**config.mk**
```make
export PLATFORM = sky130hd
export DESIGN_NAME = ad9648_spi_shifter
export DESIGN_NICKNAME = d
export VERILOG_FILES = /design/src/rtl/ad9648_spi_shifter.sv
export SDC_FILE = /design/constraint.sdc
export NUM_CORES = 1
export LEC_CHECK = 0
export CORE_MARGIN = 2
export CORE_UTILIZATION = 55
export CTS_BUF_LIST = sky130_fd_sc_hd__clkbuf_2
export DETAILED_ROUTE_END_ITERATION = 7
export GPL_ROUTABILITY_DRIVEN = 0
export HOLD_SLACK_MARGIN = 0.1
export PLACE_DENSITY = 0.83
export SLEW_MARGIN = 20
export SYNTH_ARGS = -nofsm -noshare
export SYNTH_HDL_FRONTEND = slang
export SYNTH_SLANG_ARGS = --single-unit
export TNS_END_PERCENT = 1
```
**constraint.sdc**
```tcl
create_clock -name clk_i -period 2.2 [get_ports clk_i]
set_input_delay 0.44 -clock clk_i [delete_from_list [all_inputs] [get_ports clk_i]]
set_output_delay 0.44 -clock clk_i [all_outputs]
set_load 0.01 [all_outputs]
```
**src/rtl/ad9648_spi_shifter.sv**
```systemverilog
// ad9648_spi_shifter
//   Serial engine of the AD9648 3-wire SPI configuration path. A start pulse
//   (coincident with CSB assertion) loads a 24-bit frame
//   {R/W, W1:W0 = 00, 13-bit address, 8-bit data}. The frame is shifted out
//   MSB first on SDIO with SCLK idling low. On reads, SDIO is released after
//   the 16-bit instruction and the readback byte is captured. A one-cycle stop
//   pulse at the end lets the chip-select stage deassert CSB.
//
// Ports
//   clk_i          system clock
//   rst_clk_ni     asynchronous active-low reset
//   start_gen_i    one-cycle frame start (accepted only when idle)
//   rw_i           1 = read, 0 = write; sampled with start_gen_i
//   addr_i         register address; sampled with start_gen_i
//   wdata_i        write byte; sampled with start_gen_i
//   busy_o         frame in progress
//   sclk_o         SPI clock, idles low
//   sdio_o         serial data out
//   sdio_oe_o      SDIO output enable for the IOBUF
//   sdio_i         serial data in
//   stop_gen_o     one-cycle end-of-frame pulse
//   rdata_o        last readback byte, held until the next read completes
//   rdata_valid_o  one-cycle pulse with stop_gen_o on reads only
module ad9648_spi_shifter #(
    parameter int CLK_DIV = 4,
    parameter int ADDR_W  = 13,
    parameter int DATA_W  = 8
) (
    input  logic              clk_i,
    input  logic              rst_clk_ni,
    input  logic              start_gen_i,
    input  logic              rw_i,
    input  logic [ADDR_W-1:0] addr_i,
    input  logic [DATA_W-1:0] wdata_i,
    output logic              busy_o,
    output logic              sclk_o,
    output logic              sdio_o,
    output logic              sdio_oe_o,
    input  logic              sdio_i,
    output logic              stop_gen_o,
    output logic [DATA_W-1:0] rdata_o,
    output logic              rdata_valid_o
);

    localparam int FRAME_W = 3 + ADDR_W + DATA_W;
    localparam logic [7:0] DIV_M1   = 8'(CLK_DIV - 1);
    localparam logic [4:0] LAST_BIT = 5'(FRAME_W);
    // Number of instruction bits; readback starts on the following rise.
    localparam logic [4:0] INSTR_N  = 5'(FRAME_W - DATA_W);

    typedef enum logic [1:0] {IDLE, LEAD, SHIFT, TRAIL} state_t;

    state_t             state;
    logic [7:0]         hp_cnt;
    logic [4:0]         bit_cnt;
    logic [FRAME_W-1:0] tx_sh;
    logic [DATA_W-1:0]  rx_sh;
    logic               rw_q;
    logic               hp_tc;

    assign hp_tc  = (hp_cnt == DIV_M1);
    // MSB of the shift register drives the line directly, so the first bit
    // is present from the start edge and advances on each SCLK fall.
    assign sdio_o = tx_sh[FRAME_W-1];

    always_ff @(posedge clk_i or negedge rst_clk_ni) begin
        if (!rst_clk_ni) begin
            state         <= IDLE;
            hp_cnt        <= '0;
            bit_cnt       <= '0;
            tx_sh         <= '0;
            rx_sh         <= '0;
            rw_q          <= 1'b0;
            busy_o        <= 1'b0;
            sclk_o        <= 1'b0;
            sdio_oe_o     <= 1'b0;
            stop_gen_o    <= 1'b0;
            rdata_o       <= '0;
            rdata_valid_o <= 1'b0;
        end else begin
            stop_gen_o    <= 1'b0;
            rdata_valid_o <= 1'b0;
            case (state)
                IDLE: begin
                    if (start_gen_i) begin
                        tx_sh     <= {rw_i, 2'b00, addr_i, wdata_i};
                        rw_q      <= rw_i;
                        busy_o    <= 1'b1;
                        sdio_oe_o <= 1'b1;
                        hp_cnt    <= '0;
                        bit_cnt   <= '0;
                        state     <= LEAD;
                    end
                end
                // CSB-to-SCLK setup: one half-period with SCLK low.
                LEAD: begin
                    if (hp_tc) begin
                        hp_cnt <= '0;
                        state  <= SHIFT;
                    end else begin
                        hp_cnt <= hp_cnt + 8'd1;
                    end
                end
                SHIFT: begin
                    if (hp_tc) begin
                        hp_cnt <= '0;
                        if (!sclk_o) begin
                            // Rising edge: the readback bit is sampled here,
                            // bit_cnt still holds the number of prior rises.
                            sclk_o  <= 1'b1;
                            bit_cnt <= bit_cnt + 5'd1;
                            if (rw_q && bit_cnt >= INSTR_N)
                                rx_sh <= {rx_sh[DATA_W-2:0], sdio_i};
                        end else begin
                            sclk_o <= 1'b0;
                            tx_sh  <= {tx_sh[FRAME_W-2:0], 1'b0};
                            // Release the line right after the last
                            // instruction bit has been clocked in.
                            if (rw_q && bit_cnt == INSTR_N)
                                sdio_oe_o <= 1'b0;
                            if (bit_cnt == LAST_BIT)
                                state <= TRAIL;
                        end
                    end else begin
                        hp_cnt <= hp_cnt + 8'd1;
                    end
                end
                // Hold state through the stop cycle so a start coinciding
                // with stop_gen_o is ignored; IDLE is entered one cycle later.
                TRAIL: begin
                    if (stop_gen_o) begin
                        busy_o <= 1'b0;
                        state  <= IDLE;
                    end else if (hp_tc) begin
                        stop_gen_o <= 1'b1;
                        sdio_oe_o  <= 1'b0;
                        if (rw_q) begin
                            rdata_o       <= rx_sh;
                            rdata_valid_o <= 1'b1;
                        end
                    end else begin
                        hp_cnt <= hp_cnt + 8'd1;
                    end
                end
                default: state <= IDLE;
            endcase
        end
    end

endmodule

```
After elaboration in Yosys (flattened, before gate mapping)
Index checks and enable logic that the tools add are counted.

Flip-flop bits (word level): 61. Logic and storage cells: 88. Memories kept: 0. Memory bits (writable): 0. Bits of input ports: 26. Output and inout bits: 14. ROM bits: 0. Bits in latches: 0.

Multiplexer cells: 37. Bitwise operators: 2. $lt $le $gt $ge: 1. Shifts and indexed selects: 0. Div/mod/pow operators: 0. $mul: 0. Equal/unequal tests: 17. Reduce and logical (&&, ||, !) cells: 17. Add/subtract/negate cells: 2.

Operators with widths (number): $mux W24 (3); $pmux W24 S2 (1); $mux W8 (4); $pmux W8 S3 (1); $ne A2 B2 Y1 const B (11); $reduce_and A4 Y1 (4); $mux W1 (15); $mux W5 (3); $mux W2 (6); $eq A5 B5 Y1 const B (2); $pmux W5 S2 (1); $add A8 B1 Y8 const B (1); $eq A8 B2 Y1 const B (1); $pmux W2 S4 (1); $reduce_and A7 Y1 (1); $reduce_and A3 Y1 (2); $reduce_and A6 Y1 (1); $add A5 B1 Y5 const B (1); $ge A5 B5 Y1 const B (1); $eq A2 B2 Y1 const B (2); $reduce_and A2 Y1 (2); $reduce_bool A2 Y1 (2); $pmux W1 S3 (1); $reduce_bool A3 Y1 (1); 6 further kinds (8).

Longest topological paths before layout
Depth in word-level cells: 6. Mapped depth: 8. Gate-level depth less buffers: 6.

Worst setup path before layout
No wires, ideal clock.

Path type: register -> register. From: register state[0]. To: register state[1]. Slack: 0.202 ns. Stages on the path, launching flop included: 8. Data required time: 2.075 ns. Clock period less this slack: 1.998 ns. Arrival: 1.873 ns. Buffers on the path: 1. Library setup time: 0.125 ns. Path through: dfrtp_1 > inv_1 > ha_1 > nor2b_1 > buf_2 > or2_2 > a211oi_2 > mux2_2.

Longest elaborated chain between the ends: 3. Elaborated cells on any way between the ends: 12. Classes of those cells: 9 x eq/ne; 1 x mux; 2 x reduce/logical.

RTL lines: from (decl) (line 53) `state_t state;`; from (signal assigned) (line 68) `state <= IDLE;`; from (signal assigned) (line 92) `state <= LEAD;`; from (signal assigned) (line 99) `state <= SHIFT;`; $eq A2 B2 Y1, or another cell as far along (line 83) `case (state)`; $ne A2 B2 Y1 (no line); $reduce_and A6 Y1 (no line).

Parallel ways exist; a longest one is shown, timed or not. A chain may end at the register's enable or synchronous reset.

Worst setup path in the final report
From: register state[1]. To: register hp_cnt[2].

Longest elaborated chain between the ends: 3. Elaborated cells on any way between the ends: 10. Classes of those cells: 6 x eq/ne; 1 x mux; 3 x reduce/logical.

RTL lines: $eq A2 B2 Y1, or another cell as far along (line 83); $reduce_or A2 Y1 (no line) or $ne A2 B2 Y1 (tied branches); $pmux W8 S3 or $reduce_and A3 Y1 (tied branches); to (signal assigned) (line 101) `hp_cnt <= hp_cnt + 8'd1;`; to (signal assigned) (line 125) `hp_cnt <= hp_cnt + 8'd1;`; to (signal assigned) (line 142) `hp_cnt <= hp_cnt + 8'd1;`; to (decl) (line 54) `logic [7:0] hp_cnt;`.

Parallel ways exist; a longest one is shown, timed or not.

==> reports/results.md <==
- completed — run status
- 79.6 um — die outline height
- 2 — Max clock buf depth
- in -> async — class of the most critical hold timing path
- 0.14 ns — setup slack, reg-to-reg
- 0.00633 sq mm — floorplan die area
- 40 — # IOs
- simple AND/OR/NAND/NOR gates — CP top delay family
- 5.61 — ratio of routed vias to standard cells
- 0.49 ns — latest clock arrival within the worst-skew pair
- 0.535 ns — transition time at the pin with the least slew margin
- sky130_fd_sc_hd__or4_1 — Worst path slowest cell
- 3 — depth of the CTS H-tree
- flop — startpoint types
- 6 — Worst path depth
- 0.451 ns — final hold slack
- 61 — sink count of the clock tree
- 0.00363 sq mm — Placed Area
- 0.214 — All-Layer GR Usage
- 0.486 — part of the Yosys area used for sequential elements
- sky130_fd_sc_hd__dfrtp_1 — most instantiated library cell after synthesis
- 336 — Final #Nets
- 2.06 ns — Tmin final
- inv_1 -> ha_1 -> nor2b_1 -> or2_2 -> or4_1 -> a22oi_1 — crit path cell chain
- 0.644 — Slew headroom
- built — clock tree from TritonCTS
- hp_cnt[2] — terminus of the critical flop-to-flop path
- state[1] — worst flop-to-flop path startpoint
- 0 — antenna diode instance count
- 2237 — number of global-route vias before repair
- no — RSZ-0062 raised after global routing
- 0.486 — share of the synthesized area in the top cell type
- 0 — number of nets with antenna violations after routing
- 61 — total of flip-flops plus latches after synthesis
- 0.00551 sq mm — core footprint
- 0 — Max-Cap Viols
- 0 — DRC Markers
- 0 — EDFF count, synth
- 360 — number of instances in the placed design
- 0.00185 uW — Leakage
- 1.00 — fraction of synthesis flops using an asynchronous set or reset pin
- 6 — worst r2r path cells
- 4170 um — Detail Placement HPWL
- 20.7% — Area Overhead vs Synth
- 379 — count of placed standard cells in the final layout, fillers left out
- 50 — post-synthesis cell type count
- 0.49 ns — worst stage delay on the critical path
- reg -> reg — WS Path Type
- 247 — post-synthesis cell count
- 37 — maximum number of pins on one net before global-route repair
- 525 mW/mm^2 — power density over cell area
- 0 — count of final setup violators
- 0 — count of yosys warnings during synthesis
- 0.936 — final clock period utilization by the worst path
- 39 — number of buffers inserted by port buffering
- 12.7 sq um — mean instance size in the synthesized netlist
- 1 — critical path buffer and inverter count
- 2.61 ns — Crit path required time
- state[1] — critical path startpoint
- 367 uV — Worst IR Drop VDD
- 9 — clock buffer count from CTS
- 0 — count of final max-slew check failures
- 0.0129 ns — final setup skew
- sky130_fd_sc_hd__dfrtp_1 — top cell type by total area after synthesis
- 281 — net count after synthesis
- flop — Critical Path Sink Type
- 2.47 ns — signal arrival time at the worst endpoint
- 6 — CP Max Fanout
- 0 — final hold violation count
- 15.5 um — post-DR wirelength/cell
- 0.336 — fraction of layout cells with a size suffix above 1
- 2126 — vias after detailed routing
- 79.6 um — Horiz. Die Dim
- sky130_fd_sc_hd__clkbuf_2 — Root Driver
- 486 MHz — achievable frequency
- 0 ns — Post-Route Setup TNS
- 61 x sky130_fd_sc_hd__dfrtp_1, 59 x sky130_fd_sc_hd__mux2_2, 12 x sky130_fd_sc_hd__inv_1 — ranking of synthesized cells by instance count
- 0.00314 sq mm — post-synth design cell area
- 10400 um — first-pass GRT wire length
- 0 — initial antenna violation count
- 0 — total congestion overflow
- hp_cnt[2] — endpoint of the most critical setup path
- 27 — row count
- 103 — first-iteration detailed-routing DRC count
- sky130_fd_sc_hd__dfrtp_1 49%, sky130_fd_sc_hd__mux2_2 21%, sky130_fd_sc_hd__ha_1 3.2% — top post-synthesis cells by area
- 0.00379 sq mm — post-route cell area
- 5880 um — final WL
- 0.18 ns — clock-pin slew on the worst setup and hold paths
- 0.570 — initial core utilization
- sky130_fd_sc_hd__dfrtp_1 — leading register cell type out of synthesis
- 4 — first drt pass iteration count
==> report_power, final <==
group	leakage, uW	total, uW	switching [uW]	internal [uW]
logic	0.000959	71.4	29.3	42.1
registers	0.000810	1120	0.612	1120
clock network	0.0000777	796	427	369
total	0.00185	1990	456	1530
==> stage by stage <==
step / setup WS [ns] / total power, uW / utilization
6_report: 0.142 / 1990 / 0.688
5_1_grt: 0.00189 / 2080 / 0.688
4_1_cts: 0.131 / 2010 / 0.686
3_5_place_dp: 0.0636 / 1220 / 0.659
3_3_place_gp: 0.0936 / 1220 / 0.659
2_1_floorplan: 0.202 / 1150 / -
==> sequential cells by signal (all words and copies together), names as in the netlist <==
name,cells
sdio_oe_o,1
bit_cnt,5
stop_gen_o,1
rw_q,1
tx_sh,24
rx_sh,8
hp_cnt,8
busy_o,1
rdata_o,8
rdata_valid_o,1
state,2
sclk_o,1
==> worst min-delay path, cell delays in order <==
cell and delay (ns):
sky130_fd_sc_hd__dlygate4sd3_1 0.52, sky130_fd_sc_hd__buf_2 0.11, sky130_fd_sc_hd__buf_4 0.30
==> cells by family (layout without fill, tap and decap cells) <==
family,after synthesis,count (layout),share of synthesized area
xor+xnor,5,5,0.0139
simple gates,58,58,0.128
compound gates,27,27,0.0622
flops,61,61,0.486
buf+inv,21,81,0.0399
fa+ha+maj,8,8,0.0319
mux,67,67,0.238
==> metal layers <==
| layer | share of wire | global-route usage | vias up |
|---|---|---|---|
| li1 | - | - | 1009 |
| met1 | 0.45 | 0.272 | 1063 |
| met2 | 0.49 | 0.347 | 41 |
| met3 | 0.034 | 0.0441 | 13 |
| met4 | 0.024 | 0.105 | 0 |
| met5 | 0 | 0 | - |
==> how the worst min path moves through the flow <==
stage                    start    endpoint  slack [ns]  cells past startpoint
floorplan           rst_clk_ni  bit_cnt[0]        0.14                      0
CTS                 rst_clk_ni    tx_sh[0]        0.45                      3
detailed placement  rst_clk_ni    tx_sh[2]        0.47                      2
global placement    rst_clk_ni    tx_sh[2]        0.46                      2
global route        rst_clk_ni    tx_sh[0]        0.44                      3
finish              rst_clk_ni   sdio_oe_o        0.45                      3
==> cells in the final DEF, fill, tap and decap left out, types with 2 or more instances in the layout <==
cell type	instances
sky130_fd_sc_hd__a21boi_0	2
sky130_fd_sc_hd__a21oi_1	7
sky130_fd_sc_hd__a22o_1	2
sky130_fd_sc_hd__a22oi_1	2
sky130_fd_sc_hd__and3_1	2
sky130_fd_sc_hd__buf_4	12
sky130_fd_sc_hd__bufinv_16	2
sky130_fd_sc_hd__clkbuf_2	9
sky130_fd_sc_hd__clkdlybuf4s50_1	38
sky130_fd_sc_hd__clkinv_2	3
sky130_fd_sc_hd__clkinvlp_4	2
sky130_fd_sc_hd__dfrtp_1	61
sky130_fd_sc_hd__ha_1	8
sky130_fd_sc_hd__inv_1	12
sky130_fd_sc_hd__mux2_1	3
sky130_fd_sc_hd__mux2_2	59
sky130_fd_sc_hd__mux2i_1	5
sky130_fd_sc_hd__nand2_1	11
sky130_fd_sc_hd__nand2b_1	2
sky130_fd_sc_hd__nand3_1	4
sky130_fd_sc_hd__nand4_1	5
sky130_fd_sc_hd__nor2_1	5
sky130_fd_sc_hd__nor2b_1	4
sky130_fd_sc_hd__nor3_1	2
sky130_fd_sc_hd__nor4_1	3
sky130_fd_sc_hd__o21ai_0	5
sky130_fd_sc_hd__o31ai_1	2
sky130_fd_sc_hd__o41ai_1	2
sky130_fd_sc_hd__or2_2	3
sky130_fd_sc_hd__or4_1	2
sky130_fd_sc_hd__xnor2_1	5
==> layout make-up <==
class | count | area [sq um]
Inverter | 12 | 45.0
Clock inverter | 7 | 90.1
Clock buffer | 9 | 45.0
Sequential cell | 61 | 1530
Tap cell | 72 | 90.1
Timing Repair Buffer | 53 | 505
Fill cell | 412 | 1720
Multi-Input combinational cell | 165 | 1490
==> what timing repair did <==
item,CTS,global route
gates resized for setup,0,0
buffers inserted,0,2
hold buffers,1,0
endpoints found under the setup margin,0,15
hold endpoints to repair,61,0
(Power assumes the default switching activity.)
